### src/rtl/if_id_queue.sv
// ----------------------------------------------------------------------------
// if_id_queue
//   Small FIFO between instruction fetch and decode. Fetch pushes an
//   instruction/PC pair with a valid/ready handshake; decode pops the head
//   entry with its own valid/ready handshake. The queue can be frozen (hold)
//   or emptied (flush, e.g. on a taken branch). When empty, the outputs show
//   a NOP instruction and a zero address.
//
// Optional feature (macro IF_ID_BYPASS_EN):
//   When defined, an offered instruction is forwarded combinationally to the
//   outputs while the queue is empty; if decode accepts it in that same cycle
//   it is not written into storage. When undefined, outputs depend only on
//   registered state (minimum latency of one cycle).
//
// Parameters:
//   DW    - instruction width
//   AW    - instruction-address width
//   DEPTH - number of entries (power of two, 2..16)
//   NOP   - instruction presented when no entry is valid
//
// Ports:
//   clk          - clock, rising edge
//   rstn         - synchronous active-low reset
//   flush_i      - discard all entries; overrides hold_i
//   hold_i       - freeze queue (no push, no pop)
//   in_valid_i   - fetch offers inst_i/addr_i
//   in_ready_o   - queue accepts an entry this cycle
//   inst_i       - fetched instruction
//   addr_i       - PC of the fetched instruction
//   out_valid_o  - head entry valid toward decode
//   out_ready_i  - decode consumes the head entry
//   inst_o       - head instruction (NOP when not valid)
//   addr_o       - head PC (zero when not valid)
//   count_o      - current occupancy
// ----------------------------------------------------------------------------
module if_id_queue #(
    parameter int unsigned   DW    = 32,
    parameter int unsigned   AW    = 32,
    parameter int unsigned   DEPTH = 2,
    parameter logic [DW-1:0] NOP   = DW'(32'h00000013)
) (
    input  logic                         clk,
    input  logic                         rstn,
    input  logic                         flush_i,
    input  logic                         hold_i,
    input  logic                         in_valid_i,
    output logic                         in_ready_o,
    input  logic [DW-1:0]                inst_i,
    input  logic [AW-1:0]                addr_i,
    output logic                         out_valid_o,
    input  logic                         out_ready_i,
    output logic [DW-1:0]                inst_o,
    output logic [AW-1:0]                addr_o,
    output logic [$clog2(DEPTH+1)-1:0]   count_o
);

    localparam int unsigned CW = $clog2(DEPTH + 1);
    localparam int unsigned PW = $clog2(DEPTH);

    logic [DW-1:0] inst_mem_q [DEPTH];
    logic [DW-1:0] inst_mem_d [DEPTH];
    logic [AW-1:0] addr_mem_q [DEPTH];
    logic [AW-1:0] addr_mem_d [DEPTH];

    logic [PW-1:0] wptr_q, wptr_d;
    logic [PW-1:0] rptr_q, rptr_d;
    logic [CW-1:0] count_q, count_d;

    logic q_valid;
    logic q_pop;
    logic push;
    logic store;
    logic bypass;

    // Handshake decode
    always_comb begin
        q_valid    = (count_q != '0);
        q_pop      = q_valid & out_ready_i & ~hold_i;
        // A pop in the same cycle frees a slot, so a full queue still accepts.
        in_ready_o = rstn & ~hold_i & ~flush_i &
                     ((count_q < CW'(DEPTH)) | q_pop);
        push       = in_valid_i & in_ready_o;
`ifdef IF_ID_BYPASS_EN
        bypass     = rstn & ~q_valid & in_valid_i & ~hold_i & ~flush_i;
        // A forwarded entry taken by decode this cycle never enters storage.
        store      = push & ~(bypass & out_ready_i);
`else
        bypass     = 1'b0;
        store      = push;
`endif
    end

    // Next-state: pointers, occupancy and storage
    always_comb begin
        wptr_d     = wptr_q;
        rptr_d     = rptr_q;
        count_d    = count_q;
        inst_mem_d = inst_mem_q;
        addr_mem_d = addr_mem_q;

        if (flush_i) begin
            wptr_d  = '0;
            rptr_d  = '0;
            count_d = '0;
        end else begin
            if (store) begin
                inst_mem_d[wptr_q] = inst_i;
                addr_mem_d[wptr_q] = addr_i;
                wptr_d             = wptr_q + PW'(1);
            end
            if (q_pop) begin
                rptr_d = rptr_q + PW'(1);
            end
            case ({store, q_pop})
                2'b10:   count_d = count_q + CW'(1);
                2'b01:   count_d = count_q - CW'(1);
                default: count_d = count_q;
            endcase
        end
    end

    always_ff @(posedge clk) begin
        if (!rstn) begin
            wptr_q  <= '0;
            rptr_q  <= '0;
            count_q <= '0;
        end else begin
            wptr_q  <= wptr_d;
            rptr_q  <= rptr_d;
            count_q <= count_d;
        end
    end

    // Storage is not reset; its contents are masked by out_valid_o.
    always_ff @(posedge clk) begin
        inst_mem_q <= inst_mem_d;
        addr_mem_q <= addr_mem_d;
    end

    // Outputs
    always_comb begin
        count_o     = count_q;
        out_valid_o = q_valid;
        inst_o      = NOP;
        addr_o      = '0;
        if (q_valid) begin
            inst_o = inst_mem_q[rptr_q];
            addr_o = addr_mem_q[rptr_q];
        end else if (bypass) begin
            out_valid_o = 1'b1;
            inst_o      = inst_i;
            addr_o      = addr_i;
        end
    end

endmodule

### config.mk
export PLATFORM = sky130hd
export DESIGN_NAME = if_id_queue
export DESIGN_NICKNAME = d
export VERILOG_FILES = /design/src/rtl/if_id_queue.sv
export SDC_FILE = /design/constraint.sdc
export NUM_CORES = 1
export LEC_CHECK = 0
export CORE_MARGIN = 10
export CORE_UTILIZATION = 40
export CTS_CLUSTER_DIAMETER = 200
export DETAILED_ROUTE_END_ITERATION = 8
export PLACE_DENSITY = 0.68
export SYNTH_ARGS = -nofsm -noshare
export SYNTH_HDL_FRONTEND = slang
export SYNTH_SLANG_ARGS = --single-unit
### constraint.sdc
create_clock -name clk -period 8.9 [get_ports clk]
set_input_delay 1.78 -clock clk [delete_from_list [all_inputs] [get_ports clk]]
set_output_delay 1.78 -clock clk [all_outputs]
set_load 0.02 [all_outputs]
# Word-level counts from Yosys, hierarchy flattened
# Cells that the tools add are included.
# classes
n_addsub,4
order_cmp,4
n_eq_ne,2
mux,14
n_bitwise,12
n_reduce_logical,5
# op_table
cell,count
2-to-1 mux 32 bit,9
bitwise mux 64 bit,2
demux 32 bit (select 1 bit),1
bitwise AND 1 bit,6
"greater-or-equal comparator 2 bit, second input constant",2
inverter 1 -> 2 bit,2
one-hot mux 2 bit (2 select lines),1
nonzero test 2 bit,2
inverter 1 bit,3
"adder 1 bit, second input constant",2
"adder 2 x 1 -> 2 bit, second input constant",1
"== test 2 x 1 -> 1 bit, second input constant",1
"== test 2 bit, second input constant",1
"less-than comparator 2 x 1 -> 1 bit, second input constant",1
"less-than comparator 2 bit, second input constant",1
AND reduction 2 bit,1
OR reduction 2 bit,1
"subtractor 2 x 1 -> 2 bit, second input constant",1
logical AND 1 bit,1
2-to-1 mux 1 bit,1
bitwise OR 1 bit,1
# totals
regBits,132
input_bits,70
output_inout_bits,68
elab_cells,48

# Longest topological paths before layout
# Gate-level depths: netlist (run 1).
# logic_depth
ltp_word,8
mapped_depth,8

# Worst setup path after synthesis (run 1)
# OpenSTA, ideal clock, no wires.
# synth_timing
path_type,input -> register
start,input out_ready_i
end,register addr_mem_q[32] (netlist bit) (enable)
arrival_ns,6.788
required_ns,8.322
setup_slack_ns,1.534
cell_stages,3
path_buffers,0
cell_sequence,nor2b_1 nor3b_2 nor3b_1
# synth_via
elab_chain_cells,6
# synth_rtl
element,line,rtl
"start, declared",51,"input logic out_ready_i,"
bitwise AND 1 bit (2 in a row),78,q_pop = q_valid & out_ready_i & ~hold_i;
bitwise OR 1 bit,81,((count_q < CW'(DEPTH)) | q_pop);
bitwise AND 1 bit,80,in_ready_o = rstn & ~hold_i & ~flush_i &
bitwise AND 1 bit,82,push = in_valid_i & in_ready_o;
AND reduction 2 bit (no source line),-,
"end signal, assigned",137,addr_mem_q <= addr_mem_d;
"end, declared",62,logic [AW-1:0] addr_mem_q [DEPTH];
# No other way between the ends.
# A chain may end at the register's enable or synchronous reset.

# Final worst setup path (run 1)
# layout_timing
start,input flush_i
end,output in_ready_o
# layout_via
elab_chain_cells,3
# layout_rtl
element,line,rtl
"start, declared",44,"input logic flush_i,"
inverter 1 bit (no source line),-,
bitwise AND 1 bit (2 in a row),80,
"end, declared",47,"output logic in_ready_o,"
# No other way between the ends.

==> results of run 1 <==
==> tightest hold or removal path, delay by kind of cell (launching register included) <==
| kind | cells | cell delay (ns) |
|---|---|---|
| flops | 1 | 0.33 |
| mux | 1 | 0.05 |
| simple gates | 1 | 0.06 |
==> cell usage in the layout, fill, tap and decap left out <==
master                              n
sky130_fd_sc_hd__a21oi_1            2
sky130_fd_sc_hd__nand2b_1           3
sky130_fd_sc_hd__or3_1              2
sky130_fd_sc_hd__nor3_1             1
sky130_fd_sc_hd__xnor2_1            1
sky130_fd_sc_hd__clkinv_1           2
sky130_fd_sc_hd__xor2_1             1
sky130_fd_sc_hd__clkdlybuf4s50_1  137
sky130_fd_sc_hd__dfxtp_1            3
sky130_fd_sc_hd__clkbuf_1           2
sky130_fd_sc_hd__mux2i_1           65
sky130_fd_sc_hd__ha_1               1
sky130_fd_sc_hd__edfxtp_1         128
sky130_fd_sc_hd__and3_2             1
sky130_fd_sc_hd__bufinv_16          4
sky130_fd_sc_hd__nor2b_1            2
sky130_fd_sc_hd__clkinvlp_4         2
sky130_fd_sc_hd__buf_4              4
sky130_fd_sc_hd__o21ai_0            2
sky130_fd_sc_hd__nor2_4             1
sky130_fd_sc_hd__clkbuf_16         17
sky130_fd_sc_hd__inv_1              1
sky130_fd_sc_hd__nor3b_2            2
sky130_fd_sc_hd__dfxtp_4            1
sky130_fd_sc_hd__clkinv_2           4
sky130_fd_sc_hd__nand2_1            5
sky130_fd_sc_hd__nor2_1            63
==> through the flow <==
step | instances | cell area (µm²) | hold slack, ns | worst slack, ns
finish | 629 | 7190 | 0.492 | 3.85
global route | 629 | 7190 | 0.544 | 3.80
CTS | 629 | 7190 | 0.495 | 3.83
detailed placement | 598 | 6600 | 0.487 | 3.83
global placement | 598 | 6600 | 0.473 | 3.83
floorplan | 299 | 5070 | 0.452 | 1.53
==> worst max path at each step <==
stage                      to        start  depth (start not counted)  slack [ns]
5_1_grt            in_ready_o      flush_i                          4        3.80
2_1_floorplan  addr_mem_q[32]  out_ready_i                          3        1.53
4_1_cts            in_ready_o      flush_i                          4        3.83
3_3_place_gp       in_ready_o      flush_i                          4        3.83
6_report           in_ready_o      flush_i                          4        3.85
3_5_place_dp       in_ready_o      flush_i                          4        3.83
==> registers in the layout, summed over array words and instances (netlist names) <==
register and cells:
wptr_q 1, rptr_q 1, inst_mem_q 64, count_o 2
addr_mem_q 64
==> report_power, final <==
group          switching (W)  internal, W  leakage [nW]   total, W
Sequential        0.00000200     0.000689          1.19   0.000691
Combinational      0.0000229    0.0000359         0.784  0.0000588
Clock               0.000246     0.000463         0.287   0.000709
==> area by class of cell <==
class                           count  area, µm²
Fill cell                        1035       5330
Sequential cell                   132       3930
Timing Repair Buffer              141       1400
Multi-Input combinational cell    152       1050
Clock buffer                       19        433
Tap cell                          172        215
Clock inverter                     12        163
Inverter                            1       3.75
==> routing by layer <==
| layer | vias to the layer above | share of wire [%] |
|---|---|---|
| li1 | 1403 | - |
| met1 | 1409 | 42 |
| met2 | 90 | 50 |
| met3 | 17 | 6.2 |
| met4 | 0 | 2.2 |
| met5 | - | 0 |
==> cell families (layout without fill, tap and decap cells) <==
| logic type | count (synthesis) | in the layout | synth area share (%) |
|---|---|---|---|
| buffers and inverters | 15 | 173 | 2.12 |
| AOI/OAI and AO/OA | 4 | 4 | 0.395 |
| adders and majority gates | 1 | 1 | 0.247 |
| and+or+nand+nor | 80 | 80 | 6.59 |
| muxes | 65 | 65 | 12.8 |
| DFF | 132 | 132 | 77.5 |
| xor gates and xnor gates | 2 | 2 | 0.346 |
==> summary.log, run 1 <==
[status] status completed
[clock_tree] quantity of gates resized following cts 0
[yosys] Syn Inst Count 299
[yosys] dominant synthesized flop cell sky130_fd_sc_hd__edfxtp_1
[timing] Setup-failing EPs final 0
[yosys] most common cell in the synthesized netlist sky130_fd_sc_hd__edfxtp_1
[setup_path] most frequent cell on the critical path sky130_fd_sc_hd__clkdlybuf4s50_1
[global_routing] overall global routing resource usage 12.7%
[route] via count 2,919
[clock_tree] hold buffers post-CTS 0
[global_routing] global routing's busiest layer met2
[global_routing] first-pass GRT wire length 17,600 µm
[timing] Total Neg Setup Slack 0 ns
[yosys] Cell variety after synth 21
[route] DRC Markers 0
[die] # IOs 138
[setup_path] kind of cell with the highest combined delay on the critical path buffers and inverters
[global_routing] met3 GRT Util 5.03%
[setup_path] worst-path fanout max 5
[timing] total count of max-transition violations in the final report 0
[timing] slew at the pin closest to its max-slew limit 1.16 ns
[global_routing] final global-route overflow total 0
[pwr] power density over the cells 203 nW/µm²
[setup_path] buffers and inverters on the worst path 2
[setup_path] class of the most critical setup path input pin to output port
[die] DIE HEIGHT 133 µm
[route] Avg WL per Cell 17.4 µm
[setup_path] critical path, cell by cell clkdlybuf4s50_1 -> nand2b_1 -> nor3_1 -> clkdlybuf4s50_1
[yosys] cell type contributing the most total cell area after synthesis sky130_fd_sc_hd__edfxtp_1
[final_layout] share of layout cells above drive strength 1 7.88%
[pwr] Leakage 2.26 nW
[final_layout] ant diodes 0
[setup_path] crit-path max cell delay 0.63 ns
[clock_tree] CTS H-tree depth 4
[yosys] area of the mapped netlist 5070 µm²
[setup_path] RR Endpoint addr_mem_q[11]
[setup_path] reg-to-reg slack, setup 6.41 ns
[timing] highest clock frequency the design can meet 198 MHz
[global_routing] largest net degree at the start of global routing 67
[timing] minimum period implied by the final worst setup slack 5.05 ns
[timing] clock skew after layout 0.00440 ns
[yosys] top cells by area, synth sky130_fd_sc_hd__edfxtp_1 76%, sky130_fd_sc_hd__mux2i_1 13%, sky130_fd_sc_hd__nor2_1 4.7%
[die] die outline area 17,600 µm²
[yosys] number of synthesized flops with an enable pin 128
[yosys] Synth top area share 75.9%
[worst_hold_path] Hold Path Class flop to flop
[pwr] worst IR drop on VDD 0.0920 mV
[route] 1st-iter DRT viols 131
[timing] Relative slew margins 22.4%
[timing] final count of hold timing violations 0
[setup_path] Worst path slowest cell sky130_fd_sc_hd__clkdlybuf4s50_1
[timing] RSZ-0062 raised after global routing no
[yosys] post-synthesis sequential area ratio 77.5%
[yosys] Post-synth top cells 128 x sky130_fd_sc_hd__edfxtp_1, 65 x sky130_fd_sc_hd__mux2i_1, 64 x sky130_fd_sc_hd__nor2_1
[placement] final weighted congestion of routability-driven global placement 0.691
[clock_tree] Clock Sink Count 132
[timing] final critical-path share of the clock period 56.7%
[flow_run] Max Cap Viol 0
[yosys] async set or reset register ratio after synthesis 0%
[yosys] nets in the synthesized netlist 370
[clock_tree] maximum buffer depth of the clock tree 2
[clock_tree] clock transition at the registers of the reported paths 0.05 ns
[worst_hold_path] Hold Path Origin wptr_q
[die] Std-Cell Core Area 12,500 µm²
[worst_hold_path] Worst Hold Path EP wptr_q
[die] initial standard-cell utilization of the core 40.5%
[final_layout] final-stage net count 516
[yosys] flip-flop and latch count after synthesis 132
[yosys] yosys synthesis warning count 0
[clock_tree] Skew-Pair Late Insertion Delay 0.40 ns
[global_routing] antenna violations before repair 0
[global_routing] global routing usage on met1 13.9%
[placement] IO buf count 137
[setup_path] required time of the critical path 7.12 ns
[die] Rows 41
[route] remaining antenna violation count 0
[setup_path] Worst setup SP type input pin
[yosys] syn avg cell area 16.9 µm²
[worst_hold_path] Cells on Worst Hold Path 2
[route] drt via density 4.64
[pwr] power consumption 0.00146 W
[global_routing] met2 Use GR 21.3%
[clock_tree] CTS tree done
[setup_path] r2r startpoint count_o[1]
[setup_path] logic depth of the worst register-to-register path 4
[setup_path] kind of end point of the critical path output port
[global_routing] via count of the first global-routing pass 3,346
[route] final wirelength 11,000 µm
[final_layout] Util after Layout 57.5%
[clock_tree] clock root buffer sky130_fd_sc_hd__clkbuf_16
[setup_path] Crit path arrival time 3.27 ns
[placement] HPWL after detailed placement 7180 µm
[route] router iterations before antenna repair 4
[final_layout] Syn-to-layout area delta 42.0%
[die] overall die width 133 µm
[clock_tree] Setup Fix Bufs, Post-CTS 0
[clock_tree] TritonCTS Buffers 17
Power figures use the tool's default switching activity.
==> run 2: changes to the inputs <==
Settings changed: PLACE_DENSITY 0.68 to 0.71.
Clock period 8.9 ns to 4.3 ns, I/O delays scaled along.
==> run 2 against run 1 <==
Against the previous run:
- worst hold slack better by 0.029 ns
- sequential cell count unchanged
- total power up 98%
- sequential power up 110%
- clock skew up 0.00067 ns
- register-to-register slack worse by 4.4 ns
- largest cell class unchanged
==> summary.log, run 2 (synthesis results as in run 1) <==
[status] status completed
[final_layout] Syn-to-layout area delta 42.2%
[timing] final count of hold timing violations 0
[pwr] Pint 0.00230 W
[global_routing] via count of the first global-routing pass 3,257
[clock_tree] quantity of gates resized following cts 0
[die] die outline area 17,600 µm²
[clock_tree] Setup Fix Bufs, Post-CTS 0
[global_routing] largest net degree at the start of global routing 37
[route] drt via density 4.60
[route] 1st-iter DRT viols 156
[timing] highest clock frequency the design can meet 306 MHz
[clock_tree] clock root buffer sky130_fd_sc_hd__clkbuf_16
[final_layout] ant diodes 0
[die] overall die width 133 µm
[setup_path] reg-to-reg slack, setup 2.02 ns
[global_routing] met3 GRT Util 5.41%
[pwr] portion of total power attributed to combinational logic 4.3%
[final_layout] leading cell types in the layout, fill and taps excluded 137 x sky130_fd_sc_hd__clkdlybuf4s50_1, 128 x sky130_fd_sc_hd__edfxtp_1, 65 x sky130_fd_sc_hd__mux2i_1, 63 x sky130_fd_sc_hd__nor2_1, 17 x sky130_fd_sc_hd__clkbuf_16
[clock_tree] hold buffers post-CTS 0
[setup_path] critical path, cell by cell buf_12 -> mux2i_1 -> nor2_1 -> clkdlybuf4s50_1
[route] Avg WL per Cell 17.1 µm
[clock_tree] maximum buffer depth of the clock tree 2
[pwr] switching power of the nets 0.000584 W
[setup_path] required time of the critical path 3.44 ns
[placement] instance area after placement 6640 µm²
[timing] Setup-failing EPs final 0
[flow_run] Max Cap Viol 0
[timing] clock skew after layout 0.00506 ns
[setup_path] kind of end point of the critical path output port
[timing] slew at the pin closest to its max-slew limit 0.783 ns
[clock_tree] CTS H-tree depth 4
[timing] total count of max-transition violations in the final report 0
[clock_tree] clock transition at the registers of the reported paths 0.06 ns
[pwr] worst IR drop on VDD 0.224 mV
[timing] Relative slew margins 47.7%
[final_layout] Util after Layout 57.5%
[pwr] Leakage 2.26 nW
[die] # IOs 138
[die] initial standard-cell utilization of the core 40.5%
[final_layout] share of layout cells above drive strength 1 9.35%
[clock_tree] Clock Sink Count 132
[timing] Total Neg Setup Slack 0 ns
[die] DIE HEIGHT 133 µm
[setup_path] Worst path slowest cell sky130_fd_sc_hd__dfxtp_4
[worst_hold_path] Hold Path Class flop to flop
[route] router iterations before antenna repair 4
[placement] final weighted congestion of routability-driven global placement 0.733
[pwr] part of the power in registers 49.6%
[clock_tree] Skew-Pair Late Insertion Delay 0.41 ns
[route] DRC Markers 0
[final_layout] final-stage net count 518
[global_routing] met2 Use GR 20.4%
[setup_path] buffers and inverters on the worst path 2
[clock_tree] TritonCTS Buffers 17
[route] final wirelength 10,800 µm
[global_routing] antenna violations before repair 0
[pwr] switching share of power 20.3%
[placement] HPWL after detailed placement 7360 µm
[setup_path] crit-path max cell delay 0.76 ns
[clock_tree] CTS tree done
[final_layout] number of fill cells 1,007
[setup_path] class of the most critical setup path flop to output port
[setup_path] worst-path fanout max 36
[route] remaining antenna violation count 0
[global_routing] first-pass GRT wire length 17,200 µm
[global_routing] global routing's busiest layer met2
[setup_path] Worst setup SP type flop
[setup_path] kind of cell with the highest combined delay on the critical path buffers and inverters
[die] Rows 41
[placement] IO buf count 137
[global_routing] overall global routing resource usage 12.4%
[final_layout] post-route design area 7200 µm²
[timing] smallest hold slack 0.521 ns
[global_routing] global routing usage on met1 14.1%
[route] via count 2,909
[timing] minimum period implied by the final worst setup slack 3.27 ns
[global_routing] final global-route overflow total 0
[die] Std-Cell Core Area 12,500 µm²
[setup_path] Crit path arrival time 2.41 ns
[pwr] power density over the cells 400 nW/µm²
[pwr] Clock Power Share 46.1%
[final_layout] most common library cell in the layout ignoring fill and taps sky130_fd_sc_hd__clkdlybuf4s50_1
[timing] RSZ-0062 raised after global routing no
[timing] final critical-path share of the clock period 76.1%
run 2: cell types whose count changed in the layout (fill, tap and decap cells not counted), sizes merged:
cell,delta
clkinvlp,+1
clkbuf,-2
buf,+2
inv,+2
bufinv,-3
clkinv,+3
run 2: area by class of cell:
type                    instances  area [µm²]  share of cell area (%)
clock inverters                15         134                    1.86
repair buffers                143        1440                    20.0
multi-input cells             152        1050                    14.6
inverters                       1        3.75                  0.0521
flip-flops and latches        132        3930                    54.5
well taps                     172         215                    2.99
clock buffers                  17         425                    5.91
run 2: worst register-to-register path: stages (launching register included):
cell	delay (ns)
sky130_fd_sc_hd__dfxtp_1	0.36
sky130_fd_sc_hd__nor2_4	0.64
sky130_fd_sc_hd__buf_12	0.28
sky130_fd_sc_hd__nor2_1	0.09
sky130_fd_sc_hd__ha_1	0.33
sky130_fd_sc_hd__or3_1	0.36
sky130_fd_sc_hd__a21oi_1	0.15
run 2: final timing paths:
| kind | from | to | depth (start not counted) |
|---|---|---|---|
| setup / recovery | rptr_q | addr_o[19] | 4 |
| hold / removal | wptr_q | wptr_q | 2 |
| setup reg to reg | count_o[1] | count_o[1] | 6 |
| hold reg to reg | wptr_q | wptr_q | 2 |
run 2: power by group through the flow:
stage          clock network (W)  logic (W)  registers (W)
3_3_place_gp                   0   0.000121        0.00146
3_5_place_dp                   0   0.000124        0.00146
5_1_grt                  0.00142   0.000132        0.00143
2_1_floorplan                  0  0.0000305        0.00146
4_1_cts                  0.00136   0.000125        0.00143
6_report                 0.00133   0.000123        0.00143
run 2: routing by layer:
metal,wire (µm),part of all wire (%)
met5,0,0
met4,127,1.2
met2,5310,49
met3,781,7.2
met1,4600,43
run 2: metrics by stage:
stage,instances,setup slack [ns],power (W)
2_1_floorplan,299,0.135,0.00149
3_3_place_gp,600,1.07,0.00158
3_5_place_dp,600,1.05,0.00158
4_1_cts,632,0.968,0.00292
5_1_grt,632,0.877,0.00298
6_report,632,1.03,0.00288
